===== config.mk =====
export PLATFORM = sky130hd
export DESIGN_NAME = and_vector_stepper
export DESIGN_NICKNAME = d
export VERILOG_FILES = /design/src/rtl/and_vector_stepper.sv
export SDC_FILE = /design/constraint.sdc
export NUM_CORES = 1
export LEC_CHECK = 0
export CORE_MARGIN = 1
export CORE_UTILIZATION = 49
export CTS_CLUSTER_SIZE = 20
export DETAILED_ROUTE_END_ITERATION = 8
export GPL_TIMING_DRIVEN = 1
export PLACE_DENSITY = 0.76
export SETUP_SLACK_MARGIN = 0.2
export SLEW_MARGIN = 20
export SYNTH_ARGS = -nofsm -noshare
export SYNTH_HDL_FRONTEND = slang
export SYNTH_SLANG_ARGS = --single-unit
export TNS_END_PERCENT = 30

===== constraint.sdc =====
create_clock -name clk -period 2 [get_ports clk]
set_input_delay 0.5 -clock clk [delete_from_list [all_inputs] [get_ports clk]]
set_output_delay 0.5 -clock clk [all_outputs]
set_load 0.03 [all_outputs]

===== src/rtl/and_vector_stepper.sv =====
// rtl/and_vector_stepper.sv - stimulus/check stepper for the two-AND gate stage
//
// Drives {a,b,c} through all eight codes, holds each for HOLD_CYCLES, then
// compares the returned d_in/e_in against d=a&b, e=a&b&c.
// Optional macro: STEPPER_GRAY_EN selects Gray sweep order 0,1,3,2,6,7,5,4
// (one input toggles per step); otherwise the sweep is binary 0..7.
//
// Ports:
//   clk      - clock, rising edge
//   rst_n    - synchronous active-low reset
//   start    - run request, sampled only in IDLE
//   a, b, c  - vector to the gate stage, a is the MSB of the code
//   d_in     - d returned from the gate stage
//   e_in     - e returned from the gate stage
//   busy     - high while sweeping
//   done     - one-cycle pulse at end of run
//   vec      - step index 0..7 within the current sweep
//   err_cnt  - mismatching vectors this run, saturating at 15
//   pass     - err_cnt==0 at end of run, held until next start
module and_vector_stepper #(
  parameter int HOLD_CYCLES = 2,
  parameter int PASSES      = 1
) (
  input  logic       clk,
  input  logic       rst_n,
  input  logic       start,
  output logic       a,
  output logic       b,
  output logic       c,
  input  logic       d_in,
  input  logic       e_in,
  output logic       busy,
  output logic       done,
  output logic [2:0] vec,
  output logic [3:0] err_cnt,
  output logic       pass
);

  typedef enum logic [1:0] {
    IDLE   = 2'd0,
    DRIVE  = 2'd1,
    SAMPLE = 2'd2,
    DONE   = 2'd3
  } state_t;

  localparam logic [3:0] HOLD_LOAD = 4'(HOLD_CYCLES - 1);
  localparam logic [1:0] PASS_LAST = 2'(PASSES - 1);

  state_t     state;
  logic [3:0] hold_cnt;
  logic [1:0] pass_cnt;
  logic       mismatch;
  logic [3:0] err_next;

  // Step index to driven code.
  function automatic logic [2:0] vec_code(input logic [2:0] v);
`ifdef STEPPER_GRAY_EN
    vec_code = v ^ {1'b0, v[2:1]};
`else
    vec_code = v;
`endif
  endfunction

  // Compare uses the registered drive values, so the expected response is
  // always tied to exactly what the gate stage is currently seeing.
  always_comb begin
    mismatch = (d_in != (a & b)) || (e_in != (a & b & c));
    err_next = err_cnt;
    if (mismatch && (err_cnt != 4'd15)) begin
      err_next = err_cnt + 4'd1;
    end
  end

  always_ff @(posedge clk) begin
    if (!rst_n) begin
      state    <= IDLE;
      hold_cnt <= '0;
      pass_cnt <= '0;
      vec      <= '0;
      a        <= 1'b0;
      b        <= 1'b0;
      c        <= 1'b0;
      busy     <= 1'b0;
      done     <= 1'b0;
      err_cnt  <= '0;
      pass     <= 1'b0;
    end else begin
      done <= 1'b0;
      case (state)
        IDLE: begin
          if (start) begin
            state       <= DRIVE;
            vec         <= '0;
            pass_cnt    <= '0;
            err_cnt     <= '0;
            pass        <= 1'b0;
            hold_cnt    <= HOLD_LOAD;
            busy        <= 1'b1;
            {a, b, c}   <= vec_code(3'd0);
          end
        end
        DRIVE: begin
          if (hold_cnt == 4'd0) begin
            state <= SAMPLE;
          end else begin
            hold_cnt <= hold_cnt - 4'd1;
          end
        end
        SAMPLE: begin
          err_cnt  <= err_next;
          hold_cnt <= HOLD_LOAD;
          if (vec != 3'd7) begin
            vec       <= vec + 3'd1;
            {a, b, c} <= vec_code(vec + 3'd1);
            state     <= DRIVE;
          end else if (pass_cnt < PASS_LAST) begin
            vec       <= '0;
            pass_cnt  <= pass_cnt + 2'd1;
            {a, b, c} <= vec_code(3'd0);
            state     <= DRIVE;
          end else begin
            // err_next includes this final compare.
            state <= DONE;
            busy  <= 1'b0;
            done  <= 1'b1;
            pass  <= (err_next == 4'd0);
          end
        end
        DONE: begin
          state <= IDLE;
        end
        default: begin
          state <= IDLE;
        end
      endcase
    end
  end

endmodule

Word level (Yosys, flattened, before mapping)
Cells that the tools add are included.
{"block": "classes", "n_addsub": 4, "multipliers": 0, "div_mod_pow": 0, "order_cmp": 1, "n_eq_ne": 14, "shift": 0, "n_mux": 35, "bitwise_logic": 4, "n_reduce_logical": 14}
{"operator": "2-to-1 mux 4 bit", "n": 4}
{"operator": "2-to-1 mux 2 bit", "n": 7}
{"operator": "inequality test 2 bit (second input constant)", "n": 6}
{"operator": "case mux 4 bit (3 select lines)", "n": 1}
{"operator": "2-to-1 mux 1 bit", "n": 11}
{"operator": "case mux 1 bit (2 select lines)", "n": 5}
{"operator": "2-to-1 mux 3 bit", "n": 3}
{"operator": "zero test 4 bit", "n": 2}
{"operator": "case mux 2 bit (4 select lines)", "n": 1}
{"operator": "case mux 4 bit (2 select lines)", "n": 1}
{"operator": "AND reduction 4 bit", "n": 2}
{"operator": "inequality test 3 bit (second input constant)", "n": 2}
{"operator": "case mux 3 bit (2 select lines)", "n": 1}
{"operator": "AND reduction 3 bit", "n": 2}
{"operator": "adder 4 x 1 -> 4 bit (second input constant)", "n": 1}
{"operator": "equality test 2 bit (second input constant)", "n": 2}
{"operator": "inequality test 4 bit (second input constant)", "n": 1}
{"operator": "case mux 2 bit (2 select lines)", "n": 1}
{"operator": "AND reduction 2 bit", "n": 2}
{"operator": "subtractor 4 x 1 -> 4 bit (second input constant)", "n": 1}
{"operator": "adder 3 x 1 -> 3 bit (second input constant)", "n": 1}
{"operator": "nonzero test 3 bit", "n": 1}
{"operator": "OR reduction 3 bit", "n": 1}
{"operator": "adder 2 x 1 -> 2 bit (second input constant)", "n": 1}
{"operator": "other kinds (9)", "n": 12}
{"block": "totals", "reg_bits": 21, "latch_bits": 0, "ramBits": 0, "romBits": 0, "input_bits": 5, "output_inout_bits": 13, "elab_cells": 83, "memories": 0}

Logic depth before layout (Yosys ltp)
{"block": "logic_depth", "word_depth": 10, "mapped_depth": 6, "mapped_depth_nobuf": 6}

Worst setup path before layout
Ideal clock, no wire load.
{"block": "synth_path", "kind": "reg-to-reg", "startpoint": "register c", "endpoint": "register pass", "setup_ns": 0.120, "t_arrival_ns": 1.597, "required_ns": 1.880, "setup_slack_ns": 0.283, "path_stages_with_launch": 7, "n_path_buf": 0, "period_less_slack_ns": 1.717, "cell_sequence": "dfxtp_1 > ha_1 > ha_1 > mux2i_1 > o21a_1 > a32o_1 > a2bb2oi_1"}
{"block": "synth_via", "elab_chain_len": 9}
{"element": "start: declaration", "line_no": "29", "rtl": "output logic c,"}
{"element": "start signal: assignment", "line_no": "99", "rtl": "{a, b, c} <= vec_code(3'd0);"}
{"element": "start signal: assignment", "line_no": "114", "rtl": "{a, b, c} <= vec_code(vec + 3'd1);"}
{"element": "start signal: assignment", "line_no": "119", "rtl": "{a, b, c} <= vec_code(3'd0);"}
{"element": "AND 1 bit", "line_no": "67", "rtl": "mismatch = (d_in != (a & b)) || (e_in != (a & b & c));"}
{"element": "inequality test 1 bit", "line_no": "67"}
{"element": "logical OR 1 bit", "line_no": "67"}
{"element": "logical AND 1 bit", "line_no": "69", "rtl": "if (mismatch && (err_cnt != 4'd15)) begin"}
{"element": "2-to-1 mux 4 bit", "line_no": "69"}
{"element": "zero test 4 bit", "line_no": "126", "rtl": "pass <= (err_next == 4'd0);"}
{"element": "2-to-1 mux 1 bit", "line_no": "116", "rtl": "end else if (pass_cnt < PASS_LAST) begin"}
{"element": "2-to-1 mux 1 bit", "line_no": "112", "rtl": "if (vec != 3'd7) begin"}
{"element": "case mux 1 bit (2 select lines)", "line_no": "89", "rtl": "case (state)"}
{"element": "end signal: assignment", "line_no": "126"}
{"element": "end: declaration", "line_no": "36", "rtl": "output logic pass"}
Every way passes these cells. The select of a mux whose other input is x is not followed.
A chain may end at the register's enable or synchronous reset.

Worst setup path after layout
{"block": "layout_path", "startpoint": "register vec[1]", "endpoint": "output port vec[1]"}
{"element": "start: declaration", "line_no": "34", "rtl": "output logic [2:0] vec,"}
{"element": "start signal: assignment", "line_no": "113", "rtl": "vec <= vec + 3'd1;"}
No word-level cell between the ends.

==> qor.csv <==
metric,value,unit
maxCapViolations,0,
ys_warn_count,0,
p_switching,0.193,mW
ys_ff_latch,16,
fin_ws,78.9,ps
syn_inst,103,
drtIter0Drc,16,
fin_tns_setup,0,ps
peakVddDrop,0.305,mV
hold_ws,541,ps
cp_max_fo,6,
vias_per_cell,5.70,
root_buffer,clkbuf_4,
finClkSkew,1.70,ps
wire_per_inst,13.0,um
cts_htree_levels,1,
drt-pass1-iter-count,4,
grt_setup_unrepaired,true,
final_common_cell,dfxtp_1,
pwr-share-comb,17.7,%
power.share.switching,27.8,%
intPower,0.501,mW
path_clk_slew,100,ps
synthFlopType,dfxtp_1,
port_buffers,17,
clock.fmax,521,MHz
crit_chain,clkdlybuf4s50_1,
syn-num-nets,113,
ys_types,39,
vias,838,
cpPeakStageDelay,700,ps
grt_use_total,21.4,%
endpoint_kind,output pin,
slew_violations,0,
crit_slowest_cell,clkdlybuf4s50_1,
die_h,45.0,um
synth.yosys.seq_area_share,35.4,%
relSlewSlack,73.9,%
core_area,1730,sq um
worstMarginPinSlew,390,ps
clk_latency,290,ps
place_ws,0.324,ps
overflow,0,
netlist_area,906,sq um
drive_gt1_share,9.02,%
dp_hpwl,1400,um
pwr-share-seq,50.4,%
synth-edff-count,0,
timing.final.crit_share,96.1,%
grt_pass1_wl,3250,um
crit_path_start_kind,flop,
mostFrequentLayoutCells,"16 x dfxtp_1, 11 x clkdlybuf4s50_1, 6 x a21oi_1, 6 x nor2_1, 6 x nand3_1",
cts_buffers,3,
die_width,45.0,um
avgSynthCellArea,8.79,sq um
n_antenna_cell,0,
finalSetupViolations,0,
drt-total-wl,1910,um
grt_start_max_net_pins,14,
clock-sinks,16,
arrival,1420,ps
hold_viol,0,
gp_congestion,0.724,
cts_tree,done,
area_delta_synth_final,25.7,%
path_class,reg -> out,
start_util,52.5,%
critPathBufInv,1,
clock_power_share,31.9,%
io_pins,18,
row_count,15,
first_global_vias,768,
cp_top_family,buffers and inverters,
clk_path_buf_depth,2,
p_per_area,609,nW/um^2
hp-class,reg -> reg,
postCtsSetupBuffers,0,
antenna_found_initial,0,
status,completed,
required,1500,ps
die_area,2020,sq um
drtAntennaViolNets,0,
final-seq-area,320,sq um
cellLeakagePower,0.534,nW
num-nets-final,133,
synthArstFlopShare,0,%
multi_input_area,539,sq um
fillers,152,
period_minus_slack,1920,ps
route.detailed.drc,0,
-- layer usage --
metal | routed length (um) | vias up | GRT usage, %
met5 | 0 | - | 0
met4 | 35 | 0 | 7.27
met3 | 65 | 7 | 3.60
met2 | 913 | 20 | 36.2
met1 | 898 | 391 | 27.4
li1 | - | 420 | -
-- stage by stage --
step	instances	total power, mW	util [%]	area (sq um)
after floorplan	103	0.436	-	906
after global placement	143	0.475	63.6	1100
after detailed placement	143	0.481	63.6	1100
after CTS	147	0.697	65.5	1130
after global routing	147	0.725	65.9	1140
final	147	0.693	65.9	1140
-- power groups by stage --
stage / sequential [mW] / clock (mW) / combinational, mW
6_report: 0.349 / 0.222 / 0.123
5_1_grt: 0.352 / 0.237 / 0.136
4_1_cts: 0.349 / 0.224 / 0.124
3_5_place_dp: 0.356 / 0 / 0.124
3_3_place_gp: 0.355 / 0 / 0.120
2_1_floorplan: 0.358 / 0 / 0.0781
-- cells by family (layout without fill, tap and decap cells) --
family / after synthesis / in the layout / synth area share, %
AO/OA/AOI/OAI: 27 / 27 / 20.4
multiplexers: 4 / 4 / 4.70
adder cells (fa/ha/maj): 5 / 5 / 6.91
flip-flops: 16 / 16 / 35.4
AND/OR/NAND/NOR: 39 / 39 / 24.6
XOR/XNOR: 3 / 3 / 2.90
buffers and inverters: 9 / 28 / 5.11
-- path summary, 6_finish.rpt --
kind	slack, ps	startpoint	cells past startpoint	end
max	80	vec[1]$_SDFFE_PN0P_	1	vec[1]
min reg2reg	540	hold_cnt[3]$_SDFFE_PN0P_	2	hold_cnt[3]$_SDFFE_PN0P_
max reg2reg	280	c$_SDFFE_PN0P_	6	pass$_SDFFE_PN0P_
min	540	hold_cnt[3]$_SDFFE_PN0P_	2	hold_cnt[3]$_SDFFE_PN0P_
-- cell usage after synthesis (3+ instances only) --
| library cell | count | area, sq um |
|---|---|---|
| a21oi_1 | 6 | 30.0 |
| nand2_1 | 4 | 15.0 |
| and3_1 | 5 | 31.3 |
| nor3_1 | 3 | 15.0 |
| dfxtp_1 | 16 | 320 |
| ha_1 | 5 | 62.6 |
| o21ai_0 | 4 | 20.0 |
| inv_1 | 4 | 15.0 |
| nand3_1 | 6 | 30.0 |
| buf_4 | 3 | 22.5 |
| nor2b_1 | 4 | 25.0 |
| nor2_1 | 6 | 22.5 |
-- registers in the layout, summed over array words and instances, names as in the netlist --
register,cells
err_cnt,4
hold_cnt,4
state,2
vec,2
busy,1
c,1
done,1
pass,1
-- worst min-delay path, cell delays in order, from the launching register on --
cell,delay (ps)
dfxtp_1,350
xor2_1,70
nor2_1,80
-- area by class of cell --
class	instances	share of cell area, %
sequential	16	28.1
timing repair buffer	20	17.3
inverter	4	1.32
tap	25	2.75
clock buffer	4	3.19
multi-input combinational	78	47.4
-- repair_timing --
item / 4_1_cts / 5_1_grt
endpoints found under the hold margin: 0 / 0
hold buffers: 0 / 0
gates cloned: 0 / 0
gates resized for setup: 3 / 3
endpoints found under the setup margin: 12 / 11
(Power assumes the default switching activity.)
